### src/rtl/hazard_ctrl_pkg.sv
// Shared definitions for the hazard controller: forward-select encodings,
// divider state encoding and a saturating-increment helper.
package hazard_ctrl_pkg;

   localparam logic [1:0] FWD_RF = 2'b00;
   localparam logic [1:0] FWD_WB = 2'b01;
   localparam logic [1:0] FWD_MS = 2'b10;
   localparam logic [1:0] FWD_ES = 2'b11;

   typedef enum logic [1:0] {
      DIV_IDLE = 2'b00,
      DIV_BUSY = 2'b01,
      DIV_DONE = 2'b10
   } div_state_e;

   function automatic logic [31:0] sat_inc32(input logic [31:0] v);
      logic [31:0] r;
      if (v == 32'hFFFF_FFFF) begin
         r = v;
      end else begin
         r = v + 32'd1;
      end
      return r;
   endfunction

endpackage

### src/rtl/hazard_ctrl_fwd_sel.sv
// Per-source forwarding priority encoder: EXE > MEM > WB > regfile.
// Register $0 never forwards.
module fwd_sel
   import hazard_ctrl_pkg::*;
(
   input  logic [4:0] src_addr,
   input  logic       es_valid,
   input  logic       es_gr_we,
   input  logic [4:0] es_dest,
   input  logic       ms_valid,
   input  logic       ms_gr_we,
   input  logic [4:0] ms_dest,
   input  logic       ws_valid,
   input  logic       ws_gr_we,
   input  logic [4:0] ws_dest,
   output logic [1:0] sel
);

   logic nz_s;
   logic hit_e_s;
   logic hit_m_s;
   logic hit_w_s;

   assign nz_s    = (src_addr != 5'd0);
   assign hit_e_s = es_valid & es_gr_we & (es_dest == src_addr) & nz_s;
   assign hit_m_s = ms_valid & ms_gr_we & (ms_dest == src_addr) & nz_s;
   assign hit_w_s = ws_valid & ws_gr_we & (ws_dest == src_addr) & nz_s;

   // priority select of the youngest producing stage
   always_comb begin
      sel = FWD_RF;
      if (hit_e_s) begin
         sel = FWD_ES;
      end else if (hit_m_s) begin
         sel = FWD_MS;
      end else if (hit_w_s) begin
         sel = FWD_WB;
      end else begin
         sel = FWD_RF;
      end
   end

endmodule

### src/rtl/hazard_ctrl.sv
// Decode hazard controller: forwarding selects, load-use and HI/LO stalls,
// multi-cycle divider sequencing and a saturating stall-cycle counter.
module hazard_ctrl
   import hazard_ctrl_pkg::*;
#(
   parameter int DIV_CYCLES = 33,
   parameter int CNT_W      = 6
) (
   input  logic        clk,
   input  logic        reset,
   input  logic        ds_use_rs,
   input  logic        ds_use_rt,
   input  logic [4:0]  rs_addr,
   input  logic [4:0]  rt_addr,
   input  logic        ds_hilo_use,
   input  logic        es_valid,
   input  logic        es_gr_we,
   input  logic [4:0]  es_dest,
   input  logic        es_load,
   input  logic        ms_valid,
   input  logic        ms_gr_we,
   input  logic [4:0]  ms_dest,
   input  logic        ws_valid,
   input  logic        ws_gr_we,
   input  logic [4:0]  ws_dest,
   input  logic        es_div_start,
   output logic [1:0]  forward_rs,
   output logic [1:0]  forward_rt,
   output logic        stallD,
   output logic        es_div_busy,
   output logic        es_div_done,
   output logic [31:0] stall_cnt
);

   // The start cycle counts as one, and BUSY exits on the cycle cnt reads zero.
   localparam logic [CNT_W-1:0] CNT_RELOAD = CNT_W'(DIV_CYCLES - 2);

   div_state_e       state_q;
   logic [CNT_W-1:0] cnt_q;
   logic             done_q;
   logic [31:0]      stall_cnt_q;
   logic [31:0]      stall_cnt_d;
   logic             luse_s;
   logic             hilo_stall_s;

   fwd_sel u_fwd_rs (
      .src_addr (rs_addr),
      .es_valid (es_valid), .es_gr_we (es_gr_we), .es_dest (es_dest),
      .ms_valid (ms_valid), .ms_gr_we (ms_gr_we), .ms_dest (ms_dest),
      .ws_valid (ws_valid), .ws_gr_we (ws_gr_we), .ws_dest (ws_dest),
      .sel      (forward_rs)
   );

   fwd_sel u_fwd_rt (
      .src_addr (rt_addr),
      .es_valid (es_valid), .es_gr_we (es_gr_we), .es_dest (es_dest),
      .ms_valid (ms_valid), .ms_gr_we (ms_gr_we), .ms_dest (ms_dest),
      .ws_valid (ws_valid), .ws_gr_we (ws_gr_we), .ws_dest (ws_dest),
      .sel      (forward_rt)
   );

   // An EXE-select is exactly an EXE hit, so the encoder output doubles as hitE.
   assign luse_s = es_load & ((ds_use_rs & (forward_rs == FWD_ES)) |
                              (ds_use_rt & (forward_rt == FWD_ES)));
   assign hilo_stall_s = ds_hilo_use & ((state_q != DIV_IDLE) | es_div_start);
   assign stallD       = luse_s | hilo_stall_s;
   assign es_div_busy  = es_div_start | (state_q == DIV_BUSY);
   assign es_div_done  = done_q;
   assign stall_cnt    = stall_cnt_q;

   // saturating stall-cycle count
   always_comb begin
      stall_cnt_d = stall_cnt_q;
      if (stallD) begin
         stall_cnt_d = sat_inc32(stall_cnt_q);
      end else begin
         stall_cnt_d = stall_cnt_q;
      end
   end

   // divider sequencer and counter registers
   always_ff @(posedge clk) begin
      if (reset) begin
         state_q     <= DIV_IDLE;
         cnt_q       <= '0;
         done_q      <= 1'b0;
         stall_cnt_q <= 32'd0;
      end else begin
         stall_cnt_q <= stall_cnt_d;
         case (state_q)
            DIV_IDLE: begin
               done_q <= 1'b0;
               if (es_div_start) begin
                  state_q <= DIV_BUSY;
                  cnt_q   <= CNT_RELOAD;
               end else begin
                  state_q <= DIV_IDLE;
               end
            end
            DIV_BUSY: begin
               if (cnt_q == '0) begin
                  state_q <= DIV_DONE;
                  done_q  <= 1'b1;
               end else begin
                  cnt_q   <= cnt_q - CNT_W'(1);
                  done_q  <= 1'b0;
               end
            end
            DIV_DONE: begin
               done_q <= 1'b0;
               if (es_div_start) begin
                  state_q <= DIV_BUSY;
                  cnt_q   <= CNT_RELOAD;
               end else begin
                  state_q <= DIV_IDLE;
               end
            end
            default: begin
               state_q <= DIV_IDLE;
               cnt_q   <= '0;
               done_q  <= 1'b0;
            end
         endcase
      end
   end

endmodule

### config.mk
export PLATFORM = sky130hd
export DESIGN_NAME = hazard_ctrl
export DESIGN_NICKNAME = d
export VERILOG_FILES = /design/src/rtl/hazard_ctrl_pkg.sv /design/src/rtl/hazard_ctrl_fwd_sel.sv /design/src/rtl/hazard_ctrl.sv
export SDC_FILE = /design/constraint.sdc
export NUM_CORES = 1
export LEC_CHECK = 0
export CORE_AREA = 2 2 82 116
export DETAILED_ROUTE_END_ITERATION = 12
export DIE_AREA = 0 0 84 118
export SETUP_SLACK_MARGIN = 0.02
export SLEW_MARGIN = 5
export SYNTH_ARGS = -nofsm -noshare
export SYNTH_HDL_FRONTEND = slang
export SYNTH_SLANG_ARGS = --single-unit
### constraint.sdc
create_clock -name clk -period 4.04 [get_ports clk]
set_input_delay 0.404 -clock clk [delete_from_list [all_inputs] [get_ports clk]]
set_output_delay 0.404 -clock clk [all_outputs]
set_load 0.1 [all_outputs]
==> results of run 1 <==
synthesized netlist by cell type, drive strengths merged:
cell type	instances
xnor2	22
a211oi	2
a21o	1
o221ai	1
or2	2
or4	23
and3b	1
o21ai	8
dfxtp	41
o31a	1
nor2b	4
clkbuf	12
a2111oi	2
nor4	9
nand4	11
o41ai	3
nor3	5
nand2	19
inv	11
a21oi	30
a221o	1
nor2	17
and4	1
mux2i	1
nand2b	2
o21ba	1
and2	1
nor3b	1
o31ai	20
mux2	3
a31oi	4
o21a	5
nand3	19
and3	6
buf	7
ha	3
a41oi	1
nor4b	1
o22ai	1
o22a	1
a221oi	1
or3	12
xor2	7
layer usage:
metal  track usage (%)  vias to the layer above  part of all wire [%]  wire, um
met5                 0                        -                     0         0
met4             5.544                        0                   1.8       137
met2             26.65                       82                    50      3887
met3             2.945                       11                   5.2       403
li1                  -                     1361                     -         -
met1             18.80                     1312                    43      3378
how the worst max path moves through the flow:
stage,slack [ps],cells past startpoint,endpoint,from
after global routing,580,7,stallD,rs_addr[0]
after floorplan,570,4,forward_rs[0],rs_addr[0]
after detailed placement,740,7,stallD,rs_addr[0]
final,730,7,stallD,rs_addr[0]
after global placement,770,7,stallD,rs_addr[0]
after CTS,740,7,stallD,rs_addr[0]
registers in the layout, summed over array words and instances (netlist names):
signal       cells
cnt_q            6
es_div_done      1
stall_cnt       32
state_q          2
critical path, delay by kind of cell:
kind                   cells  cell delay, ps
AND/OR/NAND/NOR            3            1050
buffers and inverters      3             950
AO/OA/AOI/OAI              1             490
layout make-up:
cell class	count	area [sq um]	area share, %
clock inverter	2	35.03	0.9766
inverter	11	41.29	1.151
clock buffer	5	125.1	3.488
tap	107	133.9	3.732
sequential	41	820.8	22.88
timing repair buffer	78	763.2	21.28
multi-input combinational	253	1668	46.49
cells by family (layout without fill, tap and decap cells):
logic type | after synthesis | in the layout
compound gates | 83 | 83
xor+xnor | 29 | 29
fa+ha+maj | 3 | 3
buf+inv | 30 | 96
flops | 41 | 41
mux | 4 | 4
simple gates | 134 | 134
power groups by stage:
| stage | logic, uW | clock network [uW] | registers [uW] |
|---|---|---|---|
| finish | 201 | 449 | 428 |
| global route | 218 | 477 | 431 |
| CTS | 202 | 461 | 429 |
| detailed placement | 201 | 0 | 438 |
| global placement | 200 | 0 | 437 |
| floorplan | 120 | 0 | 445 |
stage by stage:
step | area (sq um) | hold WS (ps) | total power (uW) | instances
after detailed placement | 3427 | 496.4 | 638.8 | 490
after global routing | 3587 | 539.4 | 1126 | 497
after CTS | 3587 | 506.4 | 1092 | 497
final | 3587 | 501.8 | 1079 | 497
after global placement | 3427 | 471.5 | 637.3 | 490
after floorplan | 2619 | 472.5 | 565.2 | 324
==> out/results.tsv, run 1 <==
stage	metric	value	unit
final_layout	fin nets	431	
clock_network	# resized after CTS	0	
placement	post-DP HPWL	5710	um
die	Starting Density	29.25	%
min_path	Hold Crit Depth	2	
setup_path	CP Max Fanout	60	
placement	gp weighted congestion	0.9341	
setup_path	R2R setup slack	1300	ps
timing	FMAX	302.4	MHz
setup_path	worst endpoint data arrival time	2900	ps
synthesis	register area share after synthesis	31.61	%
final_layout	Finished Core Util	40.42	%
routing	vias post-DR	2766	
final_layout	most frequent cells in the layout	clkdlybuf4s50_1, dfxtp_1, a21oi_1	
synthesis	Mapped Nets	365	
timing	RSZ-0062 raised after global routing	no	
global_route	initial antenna violation count	0	
synthesis	Synth Cell Area	2596	sq um
setup_path	Cell Chain, Critical Path	clkdlybuf4s50_1 > or4_1 > nor2_1 > or4_4 > o21a_4 > inv_1 > buf_4	
pwr	Seq pwr share	39.7	%
timing	# setup viols final	0	
pwr	Net Sw Frac	27.04	%
global_route	first-pass GRT wire length	12560	um
routing	Total Wirelength	7805	um
pwr	peak supply drop	0.1860	mV
clock_network	CTS tree	built	
setup_path	reg2reg end	stall_cnt[31]$_SDFFE_PP0P_	
outcome	status	complete, no violations	
die	Die X	84	um
global_route	GRT Total Usage	15.40	%
clock_network	clock root buffer	clkbuf_16	
clock_network	# Post-CTS Setup Buffers	0	
routing	Routed WL per cell	15.70	um
final_layout	diode count	0	
synthesis	Synth Register Bits	41	
final_layout	Synth-to-Final Area Change	38.17	%
die	row count	41	
setup_path	Req. time, crit path	3640	ps
setup_path	slowest CP cell	or4_1	
setup_path	critical path type	input pin to output port	
min_path	hold endpoint	stall_cnt[23]$_SDFFE_PP0P_	
clock_network	TritonCTS buffer count	5	
setup_path	reg2reg start	stall_cnt[8]$_SDFFE_PP0P_	
synthesis	adder-cell share of the synthesized area	1.446	%
timing	Tmin final	3307	ps
timing	setup TNS	0	ps
final_layout	most common cell after layout, fill and taps aside	clkdlybuf4s50_1	
clock_network	Hold Buf Count CTS	0	
clock_network	htree depth	2	
clock_network	CTS sink cnt	41	
routing	DRC	0	
timing	Hold Violations, Final	0	
pwr	Clock power frac	41.7	%
timing	worst slew pin tran	1014	ps
min_path	hold path start	stall_cnt[23]$_SDFFE_PP0P_	
die	Die Y	118	um
clock_network	clk buf depth	2	
run	Maximum Capacitance Violations	0	
global_route	vias in the first global route	2597	
synthesis	largest cells by area after synthesis	dfxtp_1, xnor2_1, or4_1	
timing	clock skew	3.839	ps
die	Top Ports	77	
routing	DR pass1 iterations	4	
setup_path	Critical Path Max Stage Delay	560	ps
min_path	Hold Path Class	flip-flop to flip-flop	
routing	Final ANT Viol Nets	0	
routing	vias per cell	5.565	
synthesis	post-synth cell types	50	
synthesis	largest area contributor in the netlist	dfxtp_1	
pwr	leakage	0.001170	uW
die	Core Region	8875	sq um
synthesis	Avg Inst Size Synth	8.013	sq um
pwr	logic gate share of total power	18.6	%
setup_path	Reg2Reg Depth	6	
final_layout	share of cells above drive strength 1	6.923	%
die	die area	9912	sq um
synthesis	Compound-Gate Fraction of Synth Area	21.11	%
global_route	largest net degree at the start of global routing	61	
clock_network	Worst-Skew Late Latency	290	ps
global_route	GRT overflow	0	
synthesis	largest family of logic cells by synthesized area	simple AND/OR/NAND/NOR gates	
setup_path	Startpoint Class	input pin	
timing	Slew Limit Headroom	32.19	%
timing	Final Max Tran Viols	0	
setup_path	crit path capture type	output port	
timing	setup ws final	733.2	ps
synthesis	Post-Synth XOR/XNOR Area	9.783	%
synthesis	Post-Synthesis Cells	324	
pwr	cell-internal power	787.3	uW
placement	pre-CTS WS	740.1	ps
synthesis	YS warnings	0	
synthesis	top cell type's share of synthesized area	31.61	%
pwr	P_sw	291.8	uW
timing	Period Utilization, post-route	81.85	%
final_layout	filler cell count	929	
synthesis	area share of and/or/nand/nor cells after synthesis	29.25	%
placement	port bufs	76	
synthesis	mux share of post-synthesis cell area	1.687	%
pwr	PwrDens	300.8	nW/um^2
clock_network	clk slew on worst S/H paths	60	ps
routing	Iter 0 DRT Violations	101	
(Power assumes the default switching activity.)
==> run 2, diff against run 1 <==
==> constraint.sdc (replaced) <==
create_clock -name clk -period 3.2 [get_ports clk]
set_input_delay 0.32 -clock clk [delete_from_list [all_inputs] [get_ports clk]]
set_output_delay 0.32 -clock clk [all_outputs]
set_load 0.1 [all_outputs]
==> out/results.tsv, run 2 (same netlist as run 1, synthesis figures left out) <==
stage	metric	value	unit	change
pwr	Seq pwr share	38.8	%	-0.9 points
setup_path	critical path type	input pin to output port		
clock_network	TritonCTS buffer count	5		unchanged
timing	FMAX	333.7	MHz	
routing	vias per cell	5.423		-2.6%
setup_path	crit path capture type	output port		
clock_network	CTS tree	built		
die	Core Region	8875	sq um	unchanged
setup_path	Startpoint Class	input pin		
routing	met2 routed WL	3778	um	-2.8%
pwr	logic gate share of total power	18.8	%	+0.2 points
placement	gp weighted congestion	0.9046		-3.2%
timing	worst slew pin tran	1031	ps	+16.75 ps
min_path	Hold Path Class	flip-flop to flip-flop		
clock_network	Worst-Skew Late Latency	280	ps	about the same
pwr	P_sw	366.5	uW	+26%
final_layout	post-route design area	3695	sq um	+3.0%
setup_path	worst endpoint data arrival time	2680	ps	-220 ps
final_layout	share of cells above drive strength 1	8.586	%	+1.7 points
die	Die Y	118	um	unchanged
timing	Slew Limit Headroom	31.07	%	-1.1 points
routing	DR pass1 iterations	4		unchanged
routing	Total Wirelength	7723	um	-1.1%
die	row count	41		unchanged
setup_path	R2R setup slack	690	ps	-610 ps
run	Maximum Capacitance Violations	0		unchanged
final_layout	diode count	0		unchanged
die	Die X	84	um	unchanged
clock_network	Hold Buf Count CTS	0		unchanged
pwr	PwrDens	377.5	nW/um^2	+25%
timing	Hold WS	508.3	ps	+6.481 ps
final_layout	most frequent cells in the layout	clkdlybuf4s50_1, dfxtp_1, a21oi_1		
global_route	vias in the first global route	2643		+1.8%
routing	wire length on met3	416	um	+3.2%
placement	DP Area	3522	sq um	+2.8%
clock_network	# Post-CTS Setup Buffers	0		unchanged
final_layout	filler cell count	933		+0.43%
global_route	first-pass GRT wire length	12800	um	+1.9%
placement	post-DP HPWL	5689	um	-0.38%
outcome	status	complete, no violations		
routing	Iter 0 DRT Violations	116		+15%
setup_path	Req. time, crit path	2880	ps	-760 ps
routing	Routed WL per cell	15.35	um	-2.2%
routing	vias post-DR	2728		-1.4%
die	Starting Density	29.25	%	unchanged
clock_network	clock root buffer	clkbuf_16		
timing	clock skew	6.162	ps	+2.324 ps
routing	DRC	0		unchanged
timing	Tmin final	2996	ps	
global_route	GRT overflow	0		unchanged
global_route	largest net degree at the start of global routing	61		unchanged
timing	# setup viols final	0		unchanged
final_layout	max reg flops	32		unchanged
clock_network	clk buf depth	2		unchanged
routing	M1 WL	3349	um	-0.86%
clock_network	CTS sink cnt	41		unchanged
pwr	leakage	0.001219	uW	+4.1%
routing	Final ANT Viol Nets	0		unchanged
final_layout	fin nets	436		+1.2%
pwr	Net Sw Frac	26.28	%	-0.77 points
die	die area	9912	sq um	unchanged
setup_path	CP Max Fanout	60		unchanged
final_layout	Synth-to-Final Area Change	42.31	%	
pwr	cell-internal power	1028	uW	+31%
routing	highest metal layer with signal wires	met4		
timing	RSZ-0062 raised after global routing	no		
timing	Period Utilization, post-route	93.64	%	
die	Top Ports	77		unchanged
final_layout	most common cell after layout, fill and taps aside	clkdlybuf4s50_1		
timing	Hold Violations, Final	0		unchanged
clock_network	htree depth	2		unchanged
placement	port bufs	76		unchanged
clock_network	clk slew on worst S/H paths	60	ps	about the same
timing	Final Max Tran Viols	0		unchanged
pwr	peak supply drop	0.2130	mV	+15%
pwr	Clock power frac	42.4	%	+0.7 points
clock_network	# resized after CTS	0		unchanged
global_route	initial antenna violation count	0		unchanged
global_route	GRT Total Usage	15.61	%	+0.22 points
run 2: path summary, 6_finish.rpt:
path | startpoint | endpoint | depth (start not counted)
worst min register to register | stall_cnt[4]$_SDFFE_PP0P_ | stall_cnt[4]$_SDFFE_PP0P_ | 2
worst max-delay path | rs_addr[0] | stallD | 7
worst max register to register | stall_cnt[8]$_SDFFE_PP0P_ | stall_cnt[17]$_SDFFE_PP0P_ | 7
worst min-delay path | stall_cnt[4]$_SDFFE_PP0P_ | stall_cnt[4]$_SDFFE_PP0P_ | 2
run 2: power groups by stage:
stage                     Sequential, uW  Clock [uW]  Combinational (uW)
final                                541         591                 263
after global routing                 543         632                 286
after CTS                            541         607                 264
after detailed placement             552           0                 262
after global placement               552           0                 259
after floorplan                      562           0                 152
run 2: per-layer routing:
| metal | global-route usage (%) | vias to the layer above |
|---|---|---|
| met5 | 0 | - |
| met4 | 6.351 | 0 |
| met2 | 26.95 | 79 |
| li1 | - | 1371 |
| met1 | 18.72 | 1266 |
| met3 | 3.156 | 12 |
run 2: metrics by stage:
stage / cells / TNS, ps / setup WS, ps / power, uW / util [%]
after floorplan: 324 / -100.9 / -100.9 / 713.6 / -
after global placement: 495 / 0 / 208.3 / 811.2 / 39.69
after detailed placement: 495 / 0 / 155.1 / 814.1 / 39.69
after CTS: 503 / 0 / 227.5 / 1412 / 41.63
after global routing: 503 / 0 / 68.90 / 1461 / 41.63
final: 503 / 0 / 203.7 / 1395 / 41.63
run 2: layout make-up:
cell class                 instances  area, sq um  share of cell area (%)
clock buffer                       7        142.6                   3.860
clock inverter                     1        30.03                  0.8127
inverter                          11        41.29                   1.118
multi-input combinational        253         1668                   45.14
sequential                        41        820.8                   22.21
tap                              107        133.9                   3.623
timing repair buffer              83        858.3                   23.23
run 2: critical path, cell delays in order:
cell and delay [ps]:
clkdlybuf4s50_1 510, or4_1 550, nor2_1 170, or4_4 180
o21a_4 480, inv_1 210, buf_12 220
